[src/rtl/hazard_ctrl_pkg.sv]
// Shared definitions for the hazard/pipeline sequencer.
// The ID-stage decoder and the EX stage import the same encodings.
package hazard_ctrl_pkg;

    // Sequencer states
    typedef enum logic [0:0] {
        HZ_RUN      = 1'b0,
        HZ_MDU_WAIT = 1'b1
    } hz_state_e;

    // ALUOp codes that select the multi-cycle mult/div unit
    localparam logic [3:0] ALUOP_MULT  = 4'b1000;
    localparam logic [3:0] ALUOP_MULTU = 4'b1001;
    localparam logic [3:0] ALUOP_DIV   = 4'b1010;
    localparam logic [3:0] ALUOP_DIVU  = 4'b1011;

    // Position of the memory-read bit inside the ID/EX M control field
    localparam int IDEX_M_MEMRD_BIT = 1;

    // Load-use: a load in EX writes a register the instruction in ID reads.
    // Register 0 is hardwired to zero, so it never creates a dependency.
    function automatic logic lu_match(
        input logic       mem_rd,
        input logic [4:0] ex_rt,
        input logic [4:0] id_rs,
        input logic [4:0] id_rt
    );
        return mem_rd && (ex_rt != 5'd0) && ((ex_rt == id_rs) || (ex_rt == id_rt));
    endfunction

endpackage

[src/rtl/hazard_sat_cnt.sv]
// Saturating up-counter used for the hazard performance counters.
// Only present when HAZARD_PERF_CNT_EN is defined.
`ifdef HAZARD_PERF_CNT_EN
module hazard_sat_cnt #(
    parameter int CNT_W = 16
) (
    input  logic             clk,
    input  logic             rst,
    input  logic             inc,
    output logic [CNT_W-1:0] count
);

    logic [CNT_W-1:0] count_reg;

    // Count up on inc, stick at all-ones, clear on reset (active-low)
    always_ff @(posedge clk) begin
        if (!rst) begin
            count_reg <= '0;
        end else if (inc && (count_reg != {CNT_W{1'b1}})) begin
            count_reg <= count_reg + CNT_W'(1);
        end
    end

    assign count = count_reg;

endmodule
`endif

[src/rtl/hazard_ctrl.sv]
// Pipeline sequencer for PC, IF/ID and ID/EX: load-use stall, branch flush,
// and front-of-pipe hold while a multi-cycle mult/div occupies EX.
// Optional stall/flush counters are built when HAZARD_PERF_CNT_EN is defined.
module hazard_ctrl
    import hazard_ctrl_pkg::*;
#(
    parameter int MDU_LAT = 4
`ifdef HAZARD_PERF_CNT_EN
    ,
    parameter int CNT_W   = 16
`endif
) (
    input  logic             clk,
    input  logic             rst,
    input  logic             IDEX_MemRd,
    input  logic [4:0]       IDEX_Rt,
    input  logic             IDEX_mdu,
    input  logic [4:0]       IFID_Rs,
    input  logic [4:0]       IFID_Rt,
    input  logic             branch_taken,
    output logic             PCWr,
    output logic             IFIDWr,
    output logic             IFIDrst,
    output logic             IDEXWr,
    output logic             IDEXrst,
    output logic             mdu_busy
`ifdef HAZARD_PERF_CNT_EN
    ,
    output logic [CNT_W-1:0] perf_lu,
    output logic [CNT_W-1:0] perf_mdu,
    output logic [CNT_W-1:0] perf_fl
`endif
);

    // The op sits in EX for the entry cycle plus MDU_LAT-1 wait cycles;
    // the last wait cycle (cnt==0) is the release cycle.
    localparam int                 CNT_BITS = $clog2(MDU_LAT);
    localparam logic [CNT_BITS-1:0] CNT_LOAD = CNT_BITS'(MDU_LAT - 2);

    hz_state_e           state_reg, state_next;
    logic [CNT_BITS-1:0] cnt_reg, cnt_next;

    logic in_reset;
    logic lu_hit;
    logic hold;
    logic lu_stall;
    logic br_flush;

    assign in_reset = !rst;
    assign lu_hit   = lu_match(IDEX_MemRd, IDEX_Rt, IFID_Rs, IFID_Rt);

    // State and down-counter registers with synchronous active-low reset
    always_ff @(posedge clk) begin
        if (!rst) begin
            state_reg <= HZ_RUN;
            cnt_reg   <= '0;
        end else begin
            state_reg <= state_next;
            cnt_reg   <= cnt_next;
        end
    end

    // Next state and hazard classification; priority mdu > load-use > branch
    always_comb begin
        state_next = state_reg;
        cnt_next   = cnt_reg;
        hold       = 1'b0;
        lu_stall   = 1'b0;
        br_flush   = 1'b0;

        if (!in_reset) begin
            logic run_rules;
            run_rules = 1'b0;
            unique case (state_reg)
                HZ_RUN: begin
                    if (IDEX_mdu) begin
                        hold       = 1'b1;
                        state_next = HZ_MDU_WAIT;
                        cnt_next   = CNT_LOAD;
                    end else begin
                        run_rules = 1'b1;
                    end
                end
                HZ_MDU_WAIT: begin
                    if (cnt_reg != '0) begin
                        hold     = 1'b1;
                        cnt_next = cnt_reg - CNT_BITS'(1);
                    end else begin
                        // Release cycle behaves like RUN; IDEX_mdu still refers
                        // to the finishing op, so it is not looked at here.
                        run_rules  = 1'b1;
                        state_next = HZ_RUN;
                    end
                end
                default: begin
                    state_next = HZ_RUN;
                    cnt_next   = '0;
                end
            endcase

            // A branch under a load-use stall is retried next cycle with the
            // same IF/ID content, so it is simply not acted on here.
            if (run_rules) begin
                if (lu_hit) begin
                    lu_stall = 1'b1;
                end else if (branch_taken) begin
                    br_flush = 1'b1;
                end
            end
        end
    end

    // Output decode; reset parks every stage register and bubbles both
    assign PCWr     = !(in_reset || hold || lu_stall);
    assign IFIDWr   = !(in_reset || hold || lu_stall);
    assign IFIDrst  = in_reset || br_flush;
    assign IDEXWr   = !(in_reset || hold);
    assign IDEXrst  = in_reset || lu_stall;
    assign mdu_busy = hold;

`ifdef HAZARD_PERF_CNT_EN
    // Index 0: load-use stalls, 1: mult/div busy cycles, 2: branch flushes
    logic [2:0]       perf_inc;
    logic [CNT_W-1:0] perf_val [3];

    assign perf_inc = {br_flush, hold, lu_stall};

    generate
        for (genvar gi = 0; gi < 3; gi++) begin : g_perf
            hazard_sat_cnt #(
                .CNT_W (CNT_W)
            ) u_cnt (
                .clk   (clk),
                .rst   (rst),
                .inc   (perf_inc[gi]),
                .count (perf_val[gi])
            );
        end
    endgenerate

    assign perf_lu  = perf_val[0];
    assign perf_mdu = perf_val[1];
    assign perf_fl  = perf_val[2];
`endif

endmodule

[config.mk]
export PLATFORM = sky130hd
export DESIGN_NAME = hazard_ctrl
export DESIGN_NICKNAME = d
export VERILOG_FILES = /design/src/rtl/hazard_ctrl_pkg.sv /design/src/rtl/hazard_sat_cnt.sv /design/src/rtl/hazard_ctrl.sv
export SDC_FILE = /design/constraint.sdc
export NUM_CORES = 1
export LEC_CHECK = 0
export BUFFER_PORTS_ARGS = -buffer_cell sky130_fd_sc_hd__buf_2
export CAP_MARGIN = 5
export CORE_AREA = 2 2 39 41
export CTS_CLUSTER_DIAMETER = 120
export DETAILED_ROUTE_END_ITERATION = 8
export DIE_AREA = 0 0 41 43
export PLACE_DENSITY = 0.54
export SYNTH_ARGS = -nofsm -noshare
export SYNTH_HDL_FRONTEND = slang
export SYNTH_HIERARCHICAL = 1
export SYNTH_SLANG_ARGS = --single-unit
[constraint.sdc]
create_clock -name clk -period 1.34 [get_ports clk]
set_input_delay 0.201 -clock clk [delete_from_list [all_inputs] [get_ports clk]]
set_output_delay 0.201 -clock clk [all_outputs]
set_load 0.1 [all_outputs]
==> flow_metrics.env, run 1 <==
export IMPL_status="finished, violations left"
export IMPL_violations="negative setup slack"
export IMPL_h_tree_depth=1
export IMPL_die_x_um=41
export IMPL_synthMuxAreaShare=0
export IMPL_grt_pass1_vias=471
export IMPL_grt_pass1_wl_um=1810
export IMPL_relSlewSlack=0.824
export IMPL_final_nets=103
export IMPL_grtUsageMet2=0.309
export IMPL_crit_fanout=3
export IMPL_netlist_instances=38
export IMPL_fmax_ghz=0.588
export IMPL_synth_top_family_by_area="XOR/XNOR gates"
export IMPL_synth_warnings=6
export IMPL_crit_path_end_kind="output pin"
export IMPL_via_per_inst=4.47
export IMPL_clkLatencyLatePin_ns=0.23
export IMPL_cts_buffer_depth=2
export IMPL_fin_setup_tns_ns=-1.96
export IMPL_drive_above_1_share=0.741
export IMPL_yosysUniqueCellTypes=20
export IMPL_firstDrtPassIters=1
export IMPL_cp_data_required_time_ns=1.14
export IMPL_synthesis_nets=59
export IMPL_num_rows=14
export IMPL_synthAdderAreaFrac=0.0426
export IMPL_power_mw=0.707
export IMPL_p_int_mw=0.419
export IMPL_io_pins=26
export IMPL_wl_per_cell_um=10.9
export IMPL_drc=0
export IMPL_maxCapViolCount=0
export IMPL_cp_slowest_cell="or4_4"
export IMPL_vias=434
export IMPL_die_y_um=43
export IMPL_antenna_found_initial=0
export IMPL_slew_viol_final=0
export IMPL_cts_tree="built"
export IMPL_synthSimpleGateAreaFrac=0.191
export IMPL_clk_pin_slew_worst_paths_ns=0.04
export IMPL_core_area_um2=1380
export IMPL_r2r_setup_slack_ns=0.01
export IMPL_first_iter_violations=0
export IMPL_dp_worst_setup_slack_ns=-0.461
export IMPL_grt_start_max_net_pins=5
export IMPL_layout_setup_ws_ns=-0.361
export IMPL_grt_overflow=0
export IMPL_ys_seq_area_frac=0.204
export IMPL_cts_buffers=3
export IMPL_postCtsHoldBufs=0
export IMPL_layout_common_cells="buf_2 (18), buf_4 (13), xnor2_1 (10)"
export IMPL_dp_hpwl_um=804
export IMPL_hold_path_class="input port to flip-flop"
export IMPL_numPlacedInstances=88
export IMPL_dieArea_um2=1760
export IMPL_synth_compound_area_share=0.200
export IMPL_final_core_util=0.563
export IMPL_cts_sinks=3
export IMPL_p_seq_frac=0.154
export IMPL_grt_util_met3=0.0524
export IMPL_p_per_area_nw_per_um2=907
export IMPL_period_share=1.27
export IMPL_busiest_layer="met2"
export IMPL_cpLargestDelayFamily="simple AND/OR/NAND/NOR gates"
export IMPL_synth_xor_area_share=0.298
export IMPL_largest_register_ffs=2
export IMPL_worstMarginPinSlew_ns=0.263
export IMPL_critical_path_class="input port to output pin"
export IMPL_wirelength_um=1060
export IMPL_stdcell_count=97
export IMPL_p_leak_nw=0.347
export IMPL_drtAntennaViolNets=0
export IMPL_syn_area_um2=294
export IMPL_met1_usage=0.118
export IMPL_final_common_cell="buf_2"
export IMPL_setup_viol=6
export IMPL_area_delta_synth_final_pct=165
export IMPL_synth_area_per_cell_um2=7.74
export IMPL_worst_path_buf_inv=2
export IMPL_gp_congestion=0.637
export IMPL_hold_viol=0
export IMPL_fin_skew_ns=0.00161
export IMPL_min_period_ns=1.70
export IMPL_grt_util_all_layers=0.152
export IMPL_clkPwrFrac=0.222
export IMPL_n_antenna_cell=0
export IMPL_numPortBuffers=25
export IMPL_clockRootBuffer="clkbuf_4"
export IMPL_crit_chain="buf_6, or4_4, o21a_4, a21boi_4, buf_12"
export IMPL_peakVddDrop_v=0.000397
export IMPL_fillers=135
export IMPL_switching_power_mw=0.288
export IMPL_swShare=0.407
export IMPL_ys_ff_latch=3
export IMPL_grt_setup_unrepaired="yes"
export IMPL_start_util=0.212
export IMPL_max_stage_delay_ns=0.53
export IMPL_power_share_combinational=0.624
export IMPL_worstPathArrival_ns=1.50
export IMPL_cp_start_kind="input port"
## synthesized netlist by cell type
master    number  share of area
nor3b_1        1          0.026
a21oi_1        2          0.034
o21a_1         1          0.026
nand3_1        2          0.034
nor2_1         2          0.026
ha_1           1          0.043
a31o_1         1          0.030
a31oi_1        1          0.021
and2_1         1          0.021
o22ai_1        1          0.021
nand2_1        3          0.038
xnor2_1       10           0.30
a211oi_1       1          0.026
a21boi_0       1          0.026
buf_4          1          0.026
dfxtp_1        3           0.20
inv_1          3          0.038
o21ai_0        1          0.017
and3_1         1          0.021
or4_1          1          0.026
## cells by family (layout without fill, tap and decap cells)
logic type / count (synthesis) / after routing
AND/OR/NAND/NOR: 11 / 11
XOR/XNOR: 10 / 10
AO/OA/AOI/OAI: 9 / 9
buffers and inverters: 4 / 47
flip-flops: 3 / 3
adder cells (fa/ha/maj): 1 / 1
## metal layers
metal | part of all wire | vias up
met3 | 0.077 | 2
met4 | 0.0076 | 0
met1 | 0.30 | 192
li1 | - | 217
met2 | 0.62 | 23
met5 | 0 | -
## stage by stage
step | hold WS, ns | area (um^2)
floorplan | 0.403 | 367
global placement | 0.562 | 642
detailed placement | 0.571 | 642
CTS | 0.400 | 756
global route | 0.456 | 779
finish | 0.425 | 779
## power groups by stage
stage / combinational (mW) / clock [mW] / sequential (mW)
floorplan: 0.240 / 0 / 0.108
global placement: 0.375 / 0 / 0.109
detailed placement: 0.379 / 0 / 0.109
CTS: 0.431 / 0.166 / 0.109
global route: 0.469 / 0.174 / 0.110
finish: 0.441 / 0.157 / 0.109
## worst paths after layout
kind                     end        from  depth (start not counted)
setup / recovery      IFIDWr  IDEX_Rt[3]                          5
hold / removal    cnt_reg[1]         rst                          4
setup reg to reg  cnt_reg[0]  cnt_reg[0]                          9
hold reg to reg   cnt_reg[0]  cnt_reg[0]                          3
## worst reg2reg max path: stages, from the launching register on
cell and delay (ns):
dfxtp_2 0.32, inv_2 0.04, ha_4 0.16, nand2_4 0.07
o21ai_4 0.06, buf_4 0.15, buf_6 0.11, buf_4 0.14
a21oi_2 0.12, nor2_1 0.05
## layout make-up
class                           instances  area, um^2  area share
Tap cell                               16        20.0      0.0257
Inverter                                3        11.3      0.0144
Timing Repair Buffer                   40         342       0.438
Clock buffer                            4        26.3      0.0337
Multi-Input combinational cell         31         318       0.408
Sequential cell                         3        62.6      0.0803
## what timing repair did
| action | CTS | global route |
|---|---|---|
| pin swaps | 7 | 3 |
| setup endpoints to repair | 6 | 8 |
| gates resized for setup | 12 | 5 |
| endpoints found under the hold margin | 0 | 0 |
| setup buffers | 6 | 1 |
Note: power is estimated with default switching activity, not from simulation.
==> inputs of run 2 (changes only) <==
- PLACE_DENSITY: 0.54 -> 0.52
- clock period: 1.34 -> 1.6 ns (I/O delays scaled with it)
==> run 2 against run 1 <==
Compared with the run above:
- the run still ends with negative setup slack left
- clock power is 18% lower
- clock-buffer cell count unchanged
- worst hold slack worse by 0.031 ns
- cell area fell by 6.3%
- via count down 7.6%
- total power decreased by 21%
- flip-flop and latch count is the same
- worst setup slack improved by 0.21 ns
- largest cell class unchanged
- largest power group unchanged
- highest routed layer is now met3
==> flow_metrics.env, run 2 (synthesis results as in run 1) <==
export IMPL_status="finished, violations left"
export IMPL_violations="negative setup slack"
export IMPL_antenna_found_initial=0
export IMPL_dp_worst_setup_slack_ns=-0.259
export IMPL_cts_buffer_depth=2
export IMPL_fmax_ghz=0.572
export IMPL_met1_usage=0.125
export IMPL_first_iter_violations=0
export IMPL_final_nets=100
export IMPL_clk_pin_slew_worst_paths_ns=0.04
export IMPL_hold_path_class="input port to flip-flop"
export IMPL_cts_sinks=3
export IMPL_busiest_layer="met2"
export IMPL_slew_viol_final=0
export IMPL_firstDrtPassIters=1
export IMPL_cp_data_required_time_ns=1.36
export IMPL_core_area_um2=1380
export IMPL_h_tree_depth=1
export IMPL_grt_util_met3=0.0314
export IMPL_grt_setup_unrepaired="yes"
export IMPL_final_core_util=0.528
export IMPL_hold_viol=0
export IMPL_fin_skew_ns=0.00259
export IMPL_dp_hpwl_um=694
export IMPL_clkLatencyLatePin_ns=0.23
export IMPL_area_delta_synth_final_pct=149
export IMPL_grt_pass1_wl_um=1350
export IMPL_via_per_inst=4.27
export IMPL_cp_start_kind="input port"
export IMPL_grt_pass1_vias=376
export IMPL_die_x_um=41
export IMPL_grtUsageMet2=0.197
export IMPL_crit_fanout=3
export IMPL_maxCapViolCount=0
export IMPL_numPlacedInstances=85
export IMPL_largest_register_ffs=2
export IMPL_num_rows=14
export IMPL_grt_overflow=0
export IMPL_clockRootBuffer="clkbuf_4"
export IMPL_layout_setup_ws_ns=-0.148
export IMPL_layout_common_cells="buf_2 (17), buf_4 (12), xnor2_1 (10)"
export IMPL_min_delay_start="rst"
export IMPL_crit_start="IDEX_Rt[0]"
export IMPL_worstPathArrival_ns=1.51
export IMPL_grt_util_all_layers=0.114
export IMPL_fin_setup_tns_ns=-0.587
export IMPL_peakVddDrop_v=0.000310
export IMPL_wl_per_cell_um=9.54
export IMPL_p_per_area_nw_per_um2=765
export IMPL_p_leak_nw=0.326
export IMPL_gp_congestion=0.647
export IMPL_setup_viol=5
export IMPL_cts_buffers=3
export IMPL_relSlewSlack=0.835
export IMPL_crit_path_end_kind="output pin"
export IMPL_min_period_ns=1.75
export IMPL_postCtsHoldBufs=0
export IMPL_start_util=0.212
export IMPL_grt_start_max_net_pins=6
export IMPL_worstMarginPinSlew_ns=0.248
export IMPL_io_pins=26
export IMPL_drive_above_1_share=0.667
export IMPL_critical_path_class="input port to output pin"
export IMPL_stdcell_count=94
export IMPL_period_share=1.09
export IMPL_die_y_um=43
export IMPL_wirelength_um=897
export IMPL_final_common_cell="buf_2"
export IMPL_n_antenna_cell=0
export IMPL_drc=0
export IMPL_vias=401
export IMPL_drtAntennaViolNets=0
export IMPL_numPortBuffers=25
export IMPL_dieArea_um2=1760
export IMPL_worstReg2RegStart="cnt_reg[0]"
export IMPL_cts_tree="built"
## run 2: changes by cell type in the layout (fill, tap and decap cells not counted), sizes merged
cell,change
buf,-3
## run 2: worst paths after layout
kind | to | slack (ns) | cells after the start
setup reg to reg | cnt_reg[1] | 0.37 | 7
setup / recovery | PCWr | -0.15 | 5
hold reg to reg | cnt_reg[0] | 0.58 | 3
hold / removal | cnt_reg[0] | 0.39 | 3
## run 2: layout make-up
type | instances | area (um^2)
Fill cell | 135 | 653
Timing Repair Buffer | 37 | 318
Multi-Input combinational cell | 31 | 294
Sequential cell | 3 | 61.3
Clock buffer | 4 | 26.3
Tap cell | 16 | 20.0
Inverter | 3 | 11.3
## run 2: where the power goes
group	switching [mW]	total, mW	internal, mW
Combinational	0.182	0.340	0.158
Sequential	0.00712	0.0902	0.0831
Clock	0.0353	0.128	0.0932
Total	0.225	0.559	0.334
## run 2: what timing repair did
item                                    CTS  global route
setup buffers                             3             2
pin swaps                                 4             2
resized for setup                        11             3
endpoints found under the setup margin    6             6
cloned                                    0             0
## run 2: routing by layer
metal | vias up | part of all wire | wire (um)
met5 | - | 0 | 0
met4 | 0 | 0 | 0
met3 | 0 | 0.090 | 81
met2 | 21 | 0.57 | 508
met1 | 170 | 0.34 | 307
li1 | 210 | - | -
## run 2: metrics by stage
| stage | hold WS, ns | instance area (um^2) | power (mW) |
|---|---|---|---|
| finish | 0.395 | 731 | 0.559 |
| global route | 0.423 | 731 | 0.587 |
| CTS | 0.393 | 701 | 0.549 |
| detailed placement | 0.471 | 599 | 0.384 |
| global placement | 0.471 | 599 | 0.383 |
| floorplan | 0.422 | 347 | 0.279 |
## run 2: critical path, stage by stage
cell      delay [ns]
buf_6           0.09
or4_4           0.53
o21a_4          0.24
a21boi_4        0.21
buf_12          0.20
